==> src/rtl/msrv_alu_mdu_if.sv <==
// Issue/result handshake bundle for the msrv execute unit.
// The master side issues operations and consumes results; the slave is the ALU/MDU.
interface msrv_alu_mdu_if #(
    parameter int XLEN = 32
);
    logic            valid_in;
    logic            ready_out;
    logic            m_op_in;
    logic [3:0]      opcode_in;
    logic [XLEN-1:0] op_1_in;
    logic [XLEN-1:0] op_2_in;
    logic            flush_in;
    logic            result_valid_out;
    logic            ready_in;
    logic [XLEN-1:0] result_out;
    logic            illegal_out;

    modport master (
        output valid_in, m_op_in, opcode_in, op_1_in, op_2_in, flush_in, ready_in,
        input  ready_out, result_valid_out, result_out, illegal_out
    );

    modport slave (
        input  valid_in, m_op_in, opcode_in, op_1_in, op_2_in, flush_in, ready_in,
        output ready_out, result_valid_out, result_out, illegal_out
    );
endinterface

==> src/rtl/msrv_alu_mdu.sv <==
// msrv execute unit: single-cycle RV base ALU plus an iterative radix-2 M-extension
// multiply/divide datapath sharing one issue port and one result port.
// Build option: define MSRV_ALU_MDU_EN to build the multiply/divide datapath;
// without it M ops complete in one cycle with result 0 and illegal_out set.
module msrv_alu_mdu #(
    parameter int XLEN = 32
) (
    input  logic          clk_in,
    input  logic          rst_n_in,
    msrv_alu_mdu_if.slave bus
);
    localparam int SHW = $clog2(XLEN);

`ifdef MSRV_ALU_MDU_EN
    typedef enum logic [1:0] {S_IDLE, S_BUSY, S_DONE} state_t;
`else
    typedef enum logic [1:0] {S_IDLE, S_DONE} state_t;
`endif

    state_t          state_q, state_d;
    logic [XLEN-1:0] result_q, result_d;
    logic            illegal_q, illegal_d;
    logic            ready;
    logic            accept;
    logic            handoff;

    // Two's-complement negate when neg is set; used for magnitudes and sign fix-up.
    function automatic logic [XLEN-1:0] apply_sign(input logic neg, input logic [XLEN-1:0] v);
        apply_sign = neg ? -v : v;
    endfunction

    function automatic logic [2*XLEN-1:0] apply_sign_wide(input logic neg,
                                                          input logic [2*XLEN-1:0] v);
        apply_sign_wide = neg ? -v : v;
    endfunction

    // Base integer ALU; opc[3] selects SUB / SRA.
    function automatic logic [XLEN-1:0] alu_base(input logic [3:0]      opc,
                                                 input logic [XLEN-1:0] a,
                                                 input logic [XLEN-1:0] b);
        logic signed [XLEN-1:0] a_s;
        logic signed [XLEN-1:0] b_s;
        logic signed [XLEN-1:0] sra;
        logic [SHW-1:0]         sh;
        a_s = a;
        b_s = b;
        sh  = b[SHW-1:0];
        sra = a_s >>> sh;   // kept separate so the arithmetic shift stays signed
        case (opc[2:0])
            3'b000:  alu_base = opc[3] ? (a - b) : (a + b);
            3'b001:  alu_base = a << sh;
            3'b010:  alu_base = {{(XLEN-1){1'b0}}, (a_s < b_s)};
            3'b011:  alu_base = {{(XLEN-1){1'b0}}, (a < b)};
            3'b100:  alu_base = a ^ b;
            3'b101:  alu_base = opc[3] ? sra : (a >> sh);
            3'b110:  alu_base = a | b;
            default: alu_base = a & b;
        endcase
    endfunction

    assign ready   = ((state_q == S_IDLE) | ((state_q == S_DONE) & bus.ready_in)) & ~bus.flush_in;
    assign accept  = bus.valid_in & ready;
    assign handoff = (state_q == S_DONE) & bus.ready_in;

    assign bus.ready_out        = ready;
    assign bus.result_valid_out = (state_q == S_DONE);
    assign bus.result_out       = result_q;
    assign bus.illegal_out      = illegal_q;

`ifdef MSRV_ALU_MDU_EN
    // acc: running partial product high half / partial remainder.
    // mq:  multiplier shifting out / quotient shifting in.
    // dvs: multiplicand or divisor magnitude.
    logic [XLEN-1:0]   acc_q, acc_d, mq_q, mq_d, dvs_q, dvs_d;
    logic [SHW-1:0]    cnt_q, cnt_d;
    logic [2:0]        fn_q, fn_d;
    logic              neg_q, neg_d;
    logic [XLEN-1:0]   acc_step, mq_step, step_result;
    logic [XLEN:0]     sum, shifted, diff;
    logic [2*XLEN-1:0] prod;
    logic [2:0]        funct;
    logic              a_sgn, b_sgn, div0, ovf;
    logic [XLEN-1:0]   a_mag, b_mag;

    // Decode the issuing M op: operand signedness, magnitudes and fast-path divides.
    always_comb begin
        funct = bus.opcode_in[2:0];
        a_sgn = bus.op_1_in[XLEN-1] &
                ((funct == 3'b001) | (funct == 3'b010) | (funct == 3'b100) | (funct == 3'b110));
        b_sgn = bus.op_2_in[XLEN-1] &
                ((funct == 3'b001) | (funct == 3'b100) | (funct == 3'b110));
        a_mag = apply_sign(a_sgn, bus.op_1_in);
        b_mag = apply_sign(b_sgn, bus.op_2_in);
        div0  = funct[2] & (bus.op_2_in == '0);
        ovf   = funct[2] & ~funct[0] &
                (bus.op_1_in == {1'b1, {(XLEN-1){1'b0}}}) & (&bus.op_2_in);
    end

    // One shift-add or restoring shift-subtract step, plus the fixed-up final result.
    always_comb begin
        sum     = {1'b0, acc_q} + (mq_q[0] ? {1'b0, dvs_q} : '0);
        shifted = {acc_q, mq_q[XLEN-1]};
        diff    = shifted - {1'b0, dvs_q};
        if (!fn_q[2]) begin
            acc_step = sum[XLEN:1];
            mq_step  = {sum[0], mq_q[XLEN-1:1]};
        end else if (!diff[XLEN]) begin
            acc_step = diff[XLEN-1:0];
            mq_step  = {mq_q[XLEN-2:0], 1'b1};
        end else begin
            acc_step = shifted[XLEN-1:0];
            mq_step  = {mq_q[XLEN-2:0], 1'b0};
        end
        prod = apply_sign_wide(neg_q, {acc_step, mq_step});
        if (!fn_q[2]) begin
            step_result = (fn_q[1:0] == 2'b00) ? prod[XLEN-1:0] : prod[2*XLEN-1:XLEN];
        end else begin
            step_result = fn_q[1] ? apply_sign(neg_q, acc_step) : apply_sign(neg_q, mq_step);
        end
    end
`endif

    // Next-state, result and datapath register updates.
    always_comb begin
        state_d   = state_q;
        result_d  = result_q;
        illegal_d = illegal_q;
`ifdef MSRV_ALU_MDU_EN
        acc_d = acc_q;
        mq_d  = mq_q;
        dvs_d = dvs_q;
        cnt_d = cnt_q;
        fn_d  = fn_q;
        neg_d = neg_q;
`endif
        if (bus.flush_in) begin
            state_d = S_IDLE;
        end else begin
            if (handoff) begin
                state_d = S_IDLE;
            end
`ifdef MSRV_ALU_MDU_EN
            if (state_q == S_BUSY) begin
                acc_d = acc_step;
                mq_d  = mq_step;
                cnt_d = cnt_q - 1'b1;
                if (cnt_q == '0) begin
                    result_d  = step_result;
                    illegal_d = 1'b0;
                    state_d   = S_DONE;
                end
            end
`endif
            if (accept) begin
                illegal_d = 1'b0;
                state_d   = S_DONE;
                if (!bus.m_op_in) begin
                    result_d = alu_base(bus.opcode_in, bus.op_1_in, bus.op_2_in);
                end else begin
`ifdef MSRV_ALU_MDU_EN
                    if (div0) begin
                        result_d = funct[1] ? bus.op_1_in : '1;
                    end else if (ovf) begin
                        result_d = funct[1] ? '0 : bus.op_1_in;
                    end else begin
                        state_d = S_BUSY;
                        acc_d   = '0;
                        mq_d    = funct[2] ? a_mag : b_mag;
                        dvs_d   = funct[2] ? b_mag : a_mag;
                        cnt_d   = SHW'(XLEN - 1);
                        fn_d    = funct;
                        neg_d   = (funct[2] & funct[1]) ? a_sgn : (a_sgn ^ b_sgn);
                    end
`else
                    result_d  = '0;
                    illegal_d = 1'b1;
`endif
                end
            end
        end
    end

    // State and datapath registers; reset returns to IDLE with cleared outputs.
    always_ff @(posedge clk_in or negedge rst_n_in) begin
        if (!rst_n_in) begin
            state_q   <= S_IDLE;
            result_q  <= '0;
            illegal_q <= 1'b0;
`ifdef MSRV_ALU_MDU_EN
            acc_q <= '0;
            mq_q  <= '0;
            dvs_q <= '0;
            cnt_q <= '0;
            fn_q  <= '0;
            neg_q <= 1'b0;
`endif
        end else begin
            state_q   <= state_d;
            result_q  <= result_d;
            illegal_q <= illegal_d;
`ifdef MSRV_ALU_MDU_EN
            acc_q <= acc_d;
            mq_q  <= mq_d;
            dvs_q <= dvs_d;
            cnt_q <= cnt_d;
            fn_q  <= fn_d;
            neg_q <= neg_d;
`endif
        end
    end
endmodule
==> src/flat_wrapper.sv <==
// flat-port wrapper written by rule: the top's interface ports become plain ports
module msrv_alu_mdu_flat 
#(
    parameter int XLEN = 32
)
  (clk_in, rst_n_in, bus_valid_in, bus_m_op_in, bus_opcode_in, bus_op_1_in, bus_op_2_in, bus_flush_in, bus_ready_in, bus_ready_out, bus_result_valid_out, bus_result_out, bus_illegal_out);
  msrv_alu_mdu_if #(.XLEN(XLEN)) bus_i ();
  input  logic clk_in;
  input  logic rst_n_in;
  input wire logic [$bits(bus_i.valid_in)-1:0] bus_valid_in;
  input wire logic [$bits(bus_i.m_op_in)-1:0] bus_m_op_in;
  input wire logic [$bits(bus_i.opcode_in)-1:0] bus_opcode_in;
  input wire logic [$bits(bus_i.op_1_in)-1:0] bus_op_1_in;
  input wire logic [$bits(bus_i.op_2_in)-1:0] bus_op_2_in;
  input wire logic [$bits(bus_i.flush_in)-1:0] bus_flush_in;
  input wire logic [$bits(bus_i.ready_in)-1:0] bus_ready_in;
  output wire logic [$bits(bus_i.ready_out)-1:0] bus_ready_out;
  output wire logic [$bits(bus_i.result_valid_out)-1:0] bus_result_valid_out;
  output wire logic [$bits(bus_i.result_out)-1:0] bus_result_out;
  output wire logic [$bits(bus_i.illegal_out)-1:0] bus_illegal_out;
  assign bus_i.valid_in = bus_valid_in;
  assign bus_i.m_op_in = bus_m_op_in;
  assign bus_i.opcode_in = bus_opcode_in;
  assign bus_i.op_1_in = bus_op_1_in;
  assign bus_i.op_2_in = bus_op_2_in;
  assign bus_i.flush_in = bus_flush_in;
  assign bus_i.ready_in = bus_ready_in;
  assign bus_ready_out = bus_i.ready_out;
  assign bus_result_valid_out = bus_i.result_valid_out;
  assign bus_result_out = bus_i.result_out;
  assign bus_illegal_out = bus_i.illegal_out;
  msrv_alu_mdu #(.XLEN(XLEN)) u_core (.clk_in(clk_in), .rst_n_in(rst_n_in), .bus(bus_i));
endmodule
==> config.mk <==
export PLATFORM = sky130hd
export DESIGN_NAME = msrv_alu_mdu_flat
export DESIGN_NICKNAME = d
export VERILOG_FILES = /design/src/rtl/msrv_alu_mdu_if.sv /design/src/rtl/msrv_alu_mdu.sv /design/src/flat_wrapper.sv
export SDC_FILE = /design/constraint.sdc
export NUM_CORES = 1
export LEC_CHECK = 0
export BUFFER_PORTS_ARGS = -buffer_cell sky130_fd_sc_hd__buf_2
export CAP_MARGIN = 20
export CORE_ASPECT_RATIO = 1.2
export CORE_MARGIN = 5
export CORE_UTILIZATION = 50
export CTS_BUF_LIST = sky130_fd_sc_hd__clkbuf_8
export CTS_CLUSTER_SIZE = 8
export DETAILED_ROUTE_END_ITERATION = 7
export PLACE_DENSITY = 0.67
export SETUP_SLACK_MARGIN = 0.4
export SYNTH_ARGS = -nofsm -noshare
export SYNTH_HDL_FRONTEND = slang
export SYNTH_SLANG_ARGS = --single-unit
export TNS_END_PERCENT = 1
==> constraint.sdc <==
create_clock -name clk_in -period 5.1 [get_ports clk_in]
set_clock_uncertainty 0.05 [all_clocks]
set_input_delay 0.51 -clock clk_in [delete_from_list [all_inputs] [get_ports clk_in]]
set_output_delay 0.51 -clock clk_in [all_outputs]
set_load 0.1 [all_outputs]
==> summary.txt, run 1 <==
Outcome
  • Outcome: completed

Logic synthesis
  • Cell type contributing the most total cell area after synthesis: sky130_fd_sc_hd__ha_1
  • Sequential-to-total area share from yosys stat: 0.08762
  • Nets in the synthesized netlist: 1,564
  • Cell area after technology mapping: 0.009711 mm²
  • Most instantiated flip-flop cell in the synthesis netlist: sky130_fd_sc_hd__dfrtp_1
  • Top cell type's share of synthesized area: 0.1250
  • Post-synthesis async set-or-reset flop share: 1.000
  • Most frequent cells after synthesis: sky130_fd_sc_hd__a21oi_1, sky130_fd_sc_hd__nor2_1, sky130_fd_sc_hd__o21ai_0
  • Count of state elements after synthesis: 34
  • Most common cell in the netlist: sky130_fd_sc_hd__a21oi_1
  • Gate Count Post-Synth: 1,391
  • Yosys warns: 0
  • Biggest area contributors in the synthesized netlist: sky130_fd_sc_hd__ha_1, sky130_fd_sc_hd__a21oi_1, sky130_fd_sc_hd__dfrtp_1, sky130_fd_sc_hd__nor2_1, sky130_fd_sc_hd__mux4_2
  • EDFF count, synth: 0
  • Mean cell area of the mapped netlist: 6.981 µm²
  • Number of distinct library cells after synthesis: 86

Cells and area
  • Fraction of final layout cells with drive strength greater than 1: 0.1439
  • Ant. Diodes: 0
  • Area growth syn-to-layout: 6.081%
  • Area used by multi-input combinational logic: 0.007971 mm²
  • Storage element area: 850.8 µm²
  • FILL cells: 1,974
  • Non-Filler Instances: 1,667
  • Utilization after layout: 0.5424
  • Layout net count: 1,584

Timing
  • Post-route minimum period: 3.929 ns
  • Count of pins over their slew limit: 0
  • Final critical-path share of the clock period: 0.7703
  • FMAX: 0.2545 GHz
  • Hold violation total from the final report: 0
  • Min Hold Slack: 0.3036 ns
  • Total setup violations reported at the end of the flow: 0
  • Slack of the critical path: 1.171 ns
  • Slew @ Worst Pin: 1.002 ns
  • Unrepaired setup endpoints after global routing: false
  • Setup TNS: 0 ns
  • Relative slew slack: 0.3323

Critical path
  • CP startpoint: bus_op_2_in[0]
  • Buffers plus inverters on the worst setup path: 3
  • Worst Reg2Reg Path Length in Cells: 7
  • Worst endpoint data arrival time: 4.13 ns
  • CP Capture Type: register
  • Top Family by Delay on Critical Path: compound AO/OA/AOI/OAI gates
  • Master of the slowest instance on the critical path: sky130_fd_sc_hd__a2111oi_0
  • Peak per-stage delay on the critical path: 0.92 ns
  • Worst reg2reg startpoint: u_core.state_q[0]$_DFFE_PN0P_
  • Setup Crit Path Kind: input pin to register
  • Crit start category: input pin
  • Logic depth of the worst setup path including buffers: 12
  • Crit path required time: 5.30 ns
  • Series of cell instances along the critical path: buf_4 > buf_4 > o21ai_0 > nor2_1 > a21oi_1 > a211oi_1 > a21oi_1 > nand2_1 > o311ai_0 > a2111oi_0 > buf_4 > a21o_1
  • Crit-path most repeated cell: sky130_fd_sc_hd__buf_4
  • Highest fanout seen on the critical path: 59

Floorplan
  • Placement row count: 55
  • Effective utilization at floorplan: 0.5113
  • Die area: 0.02232 mm²
  • Io pins: 109
  • Die outline height: 162.7 µm
  • Area of the core: 0.01899 mm²
  • Die extent in x: 137.2 µm

Route
  • Wire length per cell: 24.76 µm
  • Detailed-route via count: 11,326
  • Number of nets with antenna violations after routing: 0
  • Post-route DRC violation count: 0
  • DRC marker count from the first detailed-route iteration: 1,597
  • First drt pass iteration count: 6
  • Via-to-Cell Ratio: 6.794
  • Final wirelength: 41.27 mm

Clock tree
  • Hold_buf cts: 0
  • Clock transition at the registers of the reported paths: 0.09 ns
  • Clock buffer count from CTS: 5
  • Clock tree from TritonCTS: yes
  • Clock latency reported for the late side of the worst-skew pair: 0.31 ns
  • Cts repair resizes: 0
  • Count of buffers added by post-CTS timing repair for setup: 0
  • CTS root buffer: sky130_fd_sc_hd__clkbuf_8
  • Clk sink count: 34
  • Count of H-tree levels built during CTS: 2
  • Number of buffers on the longest clock path: 2

Pwr
  • Fraction of power consumed by the clock network: 0.110
  • Power share of the sequential group: 0.169
  • Switching power: 0.001136 W
  • Internal power consumption: 0.0008028 W
  • Power per Cell Area: 188.2 mW/mm²
  • Reported leakage power: 4.617 nW
  • Combinational fraction of design power: 0.721
  • Sw Share: 0.5860
  • VDD IR-drop max: 137.9 µV

Min path
  • Kind of path behind the tightest hold check: input pin to asynchronous set/reset pin

Global route
  • Number of global-route vias before repair: 10,353
  • Total overflow reported by the global router: 0
  • Pin count of the biggest net entering global routing: 68
  • Antenna violations before repair: 0
  • First-pass GRT wire length: 62.18 mm
  • Overall fraction of global-route tracks in use: 0.3591

Run
  • Total of max-cap violations: 0

Placement
  • DP HPWL: 31.05 mm
  • Placed insts: 1,660
  • Port Buf Inserts: 108
  • Post-placement setup slack: 0.9036 ns
  • Placer's final routability congestion estimate: 1.086
## registers in the layout (all words and copies together), names as in the netlist
register,count
u_core.bus.result_out,32
u_core.bus.illegal_out,1
u_core.state_q,1
## layer usage
layer	routed length [µm]	up-vias	global-route usage
met5	0	-	0
met4	2852	0	0.1992
met3	3833	152	0.03585
met2	18710	807	0.5718
met1	15880	5249	0.4734
li1	-	5118	-
## cell type report
type,instances,share of cell area
Clock buffer,5,0.006680
Timing Repair Buffer,130,0.06875
Inverter,99,0.03632
Tap cell,256,0.03109
Clock inverter,2,0.0007288
Sequential cell,34,0.08259
Multi-Input combinational cell,1141,0.7738
## cell families (layout without fill, tap and decap cells)
| kind of cell | Yosys count | after routing | share of synthesized area |
|---|---|---|---|
| multiplexers | 100 | 100 | 0.1424 |
| adder cells (fa/ha/maj) | 99 | 99 | 0.1291 |
| buffers and inverters | 216 | 236 | 0.09225 |
| AND/OR/NAND/NOR | 410 | 410 | 0.1866 |
| AO/OA/AOI/OAI | 504 | 504 | 0.3368 |
| XOR/XNOR | 28 | 28 | 0.02525 |
| flip-flops | 34 | 34 | 0.08762 |
## stage by stage
stage	power, W	instance area, µm²
global route	0.002033	10300
floorplan	0.001331	9711
detailed placement	0.001692	10220
finish	0.001939	10300
CTS	0.001911	10300
global placement	0.001689	10220
## path summary, 6_finish.rpt
kind / slack (ns) / end
max in group asynchronous: 4.07 / u_core.bus.result_out[31]$_DFFE_PN0P_
worst min-delay path: 0.30 / u_core.bus.result_out[6]$_DFFE_PN0P_
worst min register to register: 0.42 / u_core.bus.result_out[4]$_DFFE_PN0P_
worst max register to register: 2.13 / u_core.bus.result_out[4]$_DFFE_PN0P_
min in group clk_in: 0.30 / u_core.state_q[0]$_DFFE_PN0P_
worst max-delay path: 1.17 / u_core.bus.result_out[4]$_DFFE_PN0P_
## cells in the final DEF (no fill, tap or decap), types with 7 or more instances in the layout
cell,instances
sky130_fd_sc_hd__o41ai_1,7
sky130_fd_sc_hd__a221oi_1,16
sky130_fd_sc_hd__buf_2,107
sky130_fd_sc_hd__inv_1,95
sky130_fd_sc_hd__mux2i_1,56
sky130_fd_sc_hd__o31ai_1,11
sky130_fd_sc_hd__nand2b_1,15
sky130_fd_sc_hd__ha_1,97
sky130_fd_sc_hd__a221o_1,13
sky130_fd_sc_hd__mux2_2,14
sky130_fd_sc_hd__nor4_1,12
sky130_fd_sc_hd__nand2_1,94
sky130_fd_sc_hd__a31oi_1,12
sky130_fd_sc_hd__or3_1,10
sky130_fd_sc_hd__mux4_2,29
sky130_fd_sc_hd__nor2b_1,7
sky130_fd_sc_hd__nand3_1,19
sky130_fd_sc_hd__a211oi_1,18
sky130_fd_sc_hd__a21oi_1,177
sky130_fd_sc_hd__a21o_1,12
sky130_fd_sc_hd__xnor2_1,25
sky130_fd_sc_hd__a22oi_1,10
sky130_fd_sc_hd__o21ai_0,108
sky130_fd_sc_hd__buf_4,23
sky130_fd_sc_hd__nor2_1,176
sky130_fd_sc_hd__nor3_1,51
sky130_fd_sc_hd__dfrtp_1,34
sky130_fd_sc_hd__o211ai_1,25
## power groups by stage
stage / Sequential (W) / Combinational (W) / Clock [W]
floorplan: 0.000592 / 0.000740 / 0
global route: 0.000331 / 0.00148 / 0.000227
global placement: 0.000331 / 0.00136 / 0
detailed placement: 0.000331 / 0.00136 / 0
CTS: 0.000326 / 0.00137 / 0.000219
finish: 0.000327 / 0.00140 / 0.000214
Note: power is estimated with default switching activity, not from simulation.
==> inputs of run 2 (changes only) <==
Clock period 5.1 ns to 3.75 ns, I/O delays scaled along.
==> summary.txt, run 2 (synthesis results as in run 1) <==
Outcome
  • Outcome: completed

Floorplan
  • Effective utilization at floorplan: 0.5113 (unchanged)
  • Placement row count: 55 (unchanged)
  • Die outline height: 162.7 µm (unchanged)
  • Area of the core: 0.01899 mm² (unchanged)
  • Die extent in x: 137.2 µm (unchanged)
  • Die area: 0.02232 mm² (unchanged)
  • Io pins: 109 (unchanged)

Placement
  • Port Buf Inserts: 108 (unchanged)
  • Placed insts: 1,709 (+3.0%)
  • Placer's final routability congestion estimate: 1.126 (+3.7%)
  • Post-placement setup slack: 0.2191 ns (-0.6845 ns)
  • DP HPWL: 33.61 mm (+8.3%)

Route
  • DRC marker count from the first detailed-route iteration: 1,594 (-0.19%)
  • Wire length per cell: 25.46 µm (+2.8%)
  • Final wirelength: 43.74 mm (+6.0%)
  • Detailed-route via count: 11,567 (+2.1%)
  • Post-route DRC violation count: 0 (unchanged)
  • Number of nets with antenna violations after routing: 0 (unchanged)
  • First drt pass iteration count: 6 (unchanged)
  • Via-to-Cell Ratio: 6.733 (-0.90%)

Critical path
  • Crit start category: input pin
  • Logic depth of the worst setup path including buffers: 15 (+3)
  • CP Capture Type: register
  • Worst reg2reg startpoint: u_core.state_q[0]$_DFFE_PN0P_
  • Highest fanout seen on the critical path: 9 (-85%)
  • Peak per-stage delay on the critical path: 0.43 ns (-0.49 ns)
  • Worst Reg2Reg Path Length in Cells: 7 (unchanged)
  • Crit path required time: 3.91 ns (-1.39 ns)
  • Buffers plus inverters on the worst setup path: 4 (+1)
  • Setup Crit Path Kind: input pin to register
  • Reg2Reg Capture Point: u_core.bus.result_out[29]$_DFFE_PN0P_
  • Worst endpoint data arrival time: 3.37 ns (-0.76 ns)
  • Series of cell instances along the critical path: buf_2 > clkinvlp_4 > ha_2 > o21ai_0 > o211ai_1 > nand3_1 > a211oi_1 > buf_4 > nor2_1 > o41ai_1 > buf_4 > a41oi_1 > nor3_1 > mux2_2 > nor2_1
  • Top Family by Delay on Critical Path: compound AO/OA/AOI/OAI gates
  • Master of the slowest instance on the critical path: sky130_fd_sc_hd__ha_2
  • Register-to-Register Setup Slack: 1.46 ns (-0.67 ns)
  • Worst Setup EP: u_core.bus.result_out[31]$_DFFE_PN0P_
  • CP startpoint: bus_op_2_in[3]

Cells and area
  • Ant. Diodes: 0 (unchanged)
  • Utilization after layout: 0.5681 (+0.02569)
  • Leading cell types in the layout, fill and taps excluded: sky130_fd_sc_hd__a21oi_1, sky130_fd_sc_hd__nor2_1, sky130_fd_sc_hd__o21ai_0
  • Most common cell after layout, fill and taps aside: sky130_fd_sc_hd__a21oi_1
  • Max reg flops: 32 (unchanged)
  • Layout net count: 1,634 (+3.2%)
  • Area growth syn-to-layout: 11.11%
  • Non-Filler Instances: 1,718 (+3.1%)
  • FILL cells: 1,957 (-0.86%)
  • Fraction of final layout cells with drive strength greater than 1: 0.1833 (+0.03944)

Timing
  • Slack of the critical path: 0.5371 ns (-0.6341 ns)
  • Hold violation total from the final report: 0 (unchanged)
  • Relative slew slack: 0.3556 (+0.02332)
  • FMAX: 0.3112 GHz
  • Unrepaired setup endpoints after global routing: true
  • Slew @ Worst Pin: 0.9666 ns (-0.03498 ns)
  • Setup TNS: 0 ns (unchanged)
  • Count of pins over their slew limit: 0 (unchanged)
  • Min Hold Slack: 0.1615 ns (-0.1421 ns)
  • Final critical-path share of the clock period: 0.8568
  • Post-route minimum period: 3.213 ns
  • Total setup violations reported at the end of the flow: 0 (unchanged)

Clock tree
  • Clock latency reported for the late side of the worst-skew pair: 0.31 ns (about the same)
  • Clock tree from TritonCTS: yes
  • CTS root buffer: sky130_fd_sc_hd__clkbuf_8
  • Clock transition at the registers of the reported paths: 0.09 ns (about the same)
  • Clk sink count: 34 (unchanged)
  • Count of H-tree levels built during CTS: 2 (unchanged)
  • Number of buffers on the longest clock path: 2 (unchanged)
  • Clock buffer count from CTS: 5 (unchanged)

Global route
  • First-pass GRT wire length: 65.41 mm (+5.2%)
  • Number of global-route vias before repair: 10,998 (+6.2%)
  • Pin count of the biggest net entering global routing: 76 (+12%)
  • Total overflow reported by the global router: 0 (unchanged)
  • Antenna violations before repair: 0 (unchanged)
  • Overall fraction of global-route tracks in use: 0.3815 (+0.02240)

Pwr
  • Power per Cell Area: 258.4 mW/mm² (+37%)
  • VDD IR-drop max: 226.2 µV (+64%)
  • Reported leakage power: 4.881 nW (+5.7%)

Min path
  • Kind of path behind the tightest hold check: input pin to asynchronous set/reset pin

Run
  • Total of max-cap violations: 0 (unchanged)
run 2: cell count changes in the layout (fill, tap and decap cells not counted), sizes merged:
cell,previous run,this run
buf,130,180
clkbuf,5,8
clkinv,3,4
clkinvlp,0,1
inv,98,94
run 2: cell type report:
class / instances / area [µm²] / area share
inverter: 99 / 380.4 / 0.03525
tap: 256 / 320.3 / 0.02969
sequential: 34 / 850.8 / 0.07886
clock buffer: 8 / 110.1 / 0.01021
timing repair buffer: 180 / 1109 / 0.1027
multi-input combinational: 1141 / 8019 / 0.7432
run 2: stage by stage:
stage	power [W]	instance area, µm²
final	0.002787	10790
after floorplan	0.001819	9778
after CTS	0.002739	10760
after global routing	0.002918	10790
after detailed placement	0.002374	10650
after global placement	0.002369	10650
run 2: where the power goes:
group	switching (W)	total (W)	internal [W]
clock network	0.000175	0.000362	0.000186
registers	0.0000294	0.000444	0.000415
logic	0.00138	0.00198	0.000603
run 2: timing repair:
| action | in CTS | in global routing |
|---|---|---|
| buffers inserted | 0 | 1 |
| hold buffers | 0 | 0 |
| resized for setup | 0 | 6 |
| endpoints found under the setup margin | 0 | 8 |
run 2: worst min-delay path by stage:
stage / startpoint / endpoint / slack [ns] / depth (start not counted)
2_1_floorplan: rst_n_in / u_core.bus.illegal_out$_DFFE_PN0P_ / 0.03 / 0
3_3_place_gp: u_core.bus.result_out[6]$_DFFE_PN0P_ / u_core.bus.result_out[6]$_DFFE_PN0P_ / 0.40 / 2
3_5_place_dp: u_core.bus.result_out[4]$_DFFE_PN0P_ / u_core.bus.result_out[4]$_DFFE_PN0P_ / 0.41 / 1
4_1_cts: bus_flush_in / u_core.state_q[0]$_DFFE_PN0P_ / 0.18 / 2
5_1_grt: bus_flush_in / u_core.state_q[0]$_DFFE_PN0P_ / 0.19 / 2
6_report: rst_n_in / u_core.bus.result_out[24]$_DFFE_PN0P_ / 0.16 / 1
run 2: metal layers:
layer | part of all wire | up-vias | track usage
li1 | - | 5235 | -
met1 | 0.38 | 5395 | 0.4796
met2 | 0.44 | 763 | 0.5982
met3 | 0.089 | 174 | 0.04944
met4 | 0.092 | 0 | 0.2691
met5 | 0 | - | 0
==> inputs of run 3 (changes only) <==
Settings changed: CORE_UTILIZATION 50 to 45, GPL_TIMING_DRIVEN set to 0, PLACE_DENSITY 0.67 to 0.61.
==> summary.txt, run 3 (synthesis results as in run 1) <==
Outcome
  • Outcome: completed

Timing
  • Post-route minimum period: 3.565 ns (+0.3525 ns)
  • FMAX: 0.2805 GHz (-9.9%)
  • Unrepaired setup endpoints after global routing: true
  • Slew @ Worst Pin: 1.040 ns (+0.07363 ns)
  • Relative slew slack: 0.3065 (-0.04908)
  • Final critical-path share of the clock period: 0.9508 (+0.09401)
  • Hold violation total from the final report: 0 (unchanged)
  • Min Hold Slack: 0.1540 ns (-0.007480 ns)
  • Count of pins over their slew limit: 0 (unchanged)
  • Total setup violations reported at the end of the flow: 0 (unchanged)

Clock tree
  • Clk sink count: 34 (unchanged)
  • Clock latency reported for the late side of the worst-skew pair: 0.33 ns (+0.02 ns)
  • Count of H-tree levels built during CTS: 2 (unchanged)
  • Hold_buf cts: 0 (unchanged)
  • Clock tree from TritonCTS: yes
  • Clock transition at the registers of the reported paths: 0.09 ns (about the same)
  • Number of buffers on the longest clock path: 2 (unchanged)
  • CTS root buffer: sky130_fd_sc_hd__clkbuf_8
  • Clock buffer count from CTS: 5 (unchanged)

Cells and area
  • Fraction of final layout cells with drive strength greater than 1: 0.1936 (+0.01030)
  • Area used by multi-input combinational logic: 0.008293 mm² (+3.4%)
  • Most common cell after layout, fill and taps aside: sky130_fd_sc_hd__nor2_1
  • Non-Filler Instances: 1,810 (+5.4%)
  • FILL cells: 2,227 (+14%)
  • Leading cell types in the layout, fill and taps excluded: sky130_fd_sc_hd__nor2_1, sky130_fd_sc_hd__a21oi_1, sky130_fd_sc_hd__buf_2
  • Max reg flops: 32 (unchanged)
  • Layout net count: 1,706 (+4.4%)
  • Cell area after layout: 0.01147 mm² (+6.3%)
  • Storage element area: 850.8 µm² (unchanged)
  • Area growth syn-to-layout: 18.12%

Critical path
  • Setup Crit Path Kind: input pin to register
  • Crit-path most repeated cell: sky130_fd_sc_hd__a21oi_1
  • Peak per-stage delay on the critical path: 0.63 ns (+0.20 ns)
  • Worst Reg2Reg Path Length in Cells: 8 (+1)
  • Crit path required time: 3.87 ns (-0.04 ns)
  • Master of the slowest instance on the critical path: sky130_fd_sc_hd__mux2i_2
  • Series of cell instances along the critical path: buf_2 > buf_2 > mux2i_2 > nor2_1 > a21oi_1 > a21oi_1 > mux4_2 > a221o_1 > a21oi_1 > o41ai_1
  • Highest fanout seen on the critical path: 10 (+1)
  • Worst Setup EP: u_core.bus.result_out[8]$_DFFE_PN0P_
  • Reg2Reg Capture Point: u_core.bus.result_out[19]$_DFFE_PN0P_
  • CP startpoint: bus_op_2_in[0]
  • Crit start category: input pin
  • CP Capture Type: register
  • Worst endpoint data arrival time: 3.69 ns (+0.32 ns)
  • Worst reg2reg startpoint: u_core.state_q[0]$_DFFE_PN0P_
  • Register-to-Register Setup Slack: 0.74 ns (-0.72 ns)

Pwr
  • Fraction of power consumed by the clock network: 0.123 (-0.007)
  • Reported leakage power: 5.035 nW (+3.2%)
  • VDD IR-drop max: 247.7 µV (+9.5%)
  • Power share of the sequential group: 0.149 (-0.010)
  • Internal power consumption: 0.001259 W (+4.6%)
  • Combinational fraction of design power: 0.728 (+0.017)
  • Power per Cell Area: 261.3 mW/mm² (+1.1%)
  • Switching power: 0.001738 W (+9.7%)
  • Sw Share: 0.5798 (+0.01167)

Floorplan
  • Die area: 0.02463 mm² (+10%)
  • Effective utilization at floorplan: 0.4520 (-0.05923)
  • Die outline height: 170.9 µm (+5.1%)
  • Placement row count: 59 (+7.3%)
  • Io pins: 109 (unchanged)
  • Die extent in x: 144.1 µm (+5.0%)
  • Area of the core: 0.02148 mm² (+13%)

Route
  • Final wirelength: 53.91 mm (+23%)
  • Via-to-Cell Ratio: 6.893 (+2.4%)
  • DRC marker count from the first detailed-route iteration: 1,585 (-0.56%)
  • Wire length per cell: 29.79 µm (+17%)
  • First drt pass iteration count: 6 (unchanged)
  • Post-route DRC violation count: 0 (unchanged)
  • Detailed-route via count: 12,476 (+7.9%)
  • Number of nets with antenna violations after routing: 0 (unchanged)

Global route
  • Overall fraction of global-route tracks in use: 0.4242 (+0.04267)
  • First-pass GRT wire length: 77.33 mm (+18%)
  • Antenna violations before repair: 0 (unchanged)
  • Total overflow reported by the global router: 0 (unchanged)
  • Number of global-route vias before repair: 11,867 (+7.9%)
  • Pin count of the biggest net entering global routing: 35 (-54%)

Placement
  • Post-DP Area: 0.01064 mm² (about the same)
  • Placed insts: 1,769 (+3.5%)
  • DP HPWL: 41.80 mm (+24%)
  • Port Buf Inserts: 104 (-3.7%)
  • Placer's final routability congestion estimate: 1.149 (+2.1%)

Run
  • Total of max-cap violations: 0 (unchanged)

Min path
  • Kind of path behind the tightest hold check: input pin to asynchronous set/reset pin
[run 3: cell types whose count changed in the layout (fill, tap and decap cells not counted), sizes merged]
cell and delta:
bufinv +1, diode +2, clkinv -1, inv +3, buf +4, clkbuf +65
[run 3: critical path, delay by kind of cell]
family                 cells  cell delay [ns]
and+or+nand+nor            1             0.08
buffers and inverters      2             0.45
AOI/OAI and AO/OA          5             1.58
muxes                      2             1.19
[run 3: layout make-up]
| type | count | share of cell area |
|---|---|---|
| Antenna cell | 2 | 0.0004363 |
| Clock buffer | 5 | 0.006000 |
| Sequential cell | 34 | 0.07418 |
| Inverter | 99 | 0.03469 |
| Tap cell | 274 | 0.02989 |
| Timing Repair Buffer | 135 | 0.06862 |
| Clock inverter | 3 | 0.003273 |
| Buffer | 117 | 0.05989 |
| Multi-Input combinational cell | 1141 | 0.7230 |
[run 3: how the worst min path moves through the flow]
stage | end | depth (start not counted) | slack [ns]
floorplan | u_core.bus.illegal_out$_DFFE_PN0P_ | 0 | 0.03
global placement | u_core.bus.result_out[13]$_DFFE_PN0P_ | 2 | 0.41
detailed placement | u_core.bus.result_out[4]$_DFFE_PN0P_ | 1 | 0.41
CTS | u_core.bus.result_out[24]$_DFFE_PN0P_ | 1 | 0.16
global route | u_core.state_q[0]$_DFFE_PN0P_ | 2 | 0.17
finish | u_core.bus.result_out[16]$_DFFE_PN0P_ | 1 | 0.15
[run 3: power groups by stage]
stage	combinational [W]	sequential (W)	clock [W]
2_1_floorplan	0.00101	0.000805	0
4_1_cts	0.00206	0.000444	0.000369
3_3_place_gp	0.00198	0.000449	0
5_1_grt	0.00227	0.000449	0.000382
6_report	0.00218	0.000445	0.000370
3_5_place_dp	0.00198	0.000450	0
[run 3: metrics by stage]
step | total power [W] | utilization | worst slack, ns | setup TNS, ns
after floorplan | 0.001819 | - | 0.3653 | 0
after detailed placement | 0.002431 | 0.4954 | -1.187 | -11.90
after CTS | 0.002878 | 0.5211 | 0.2643 | 0
final | 0.002997 | 0.5339 | 0.1846 | 0
after global routing | 0.003104 | 0.5337 | 0.2131 | 0
after global placement | 0.002432 | 0.4954 | -1.258 | -12.22
[run 3: per-layer routing]
layer / vias to the layer above / routed length (µm) / track usage
met3: 259 / 6054 / 0.1004
li1: 5380 / - / -
met4: 0 / 4367 / 0.2547
met5: - / 0 / 0
met2: 953 / 22890 / 0.6424
met1: 5884 / 20600 / 0.5449
[run 3: timing repair]
action | in CTS | in global routing
setup buffers | 14 | 17
pin swaps | 23 | 18
resized for setup | 68 | 31
endpoints found under the setup margin | 28 | 24
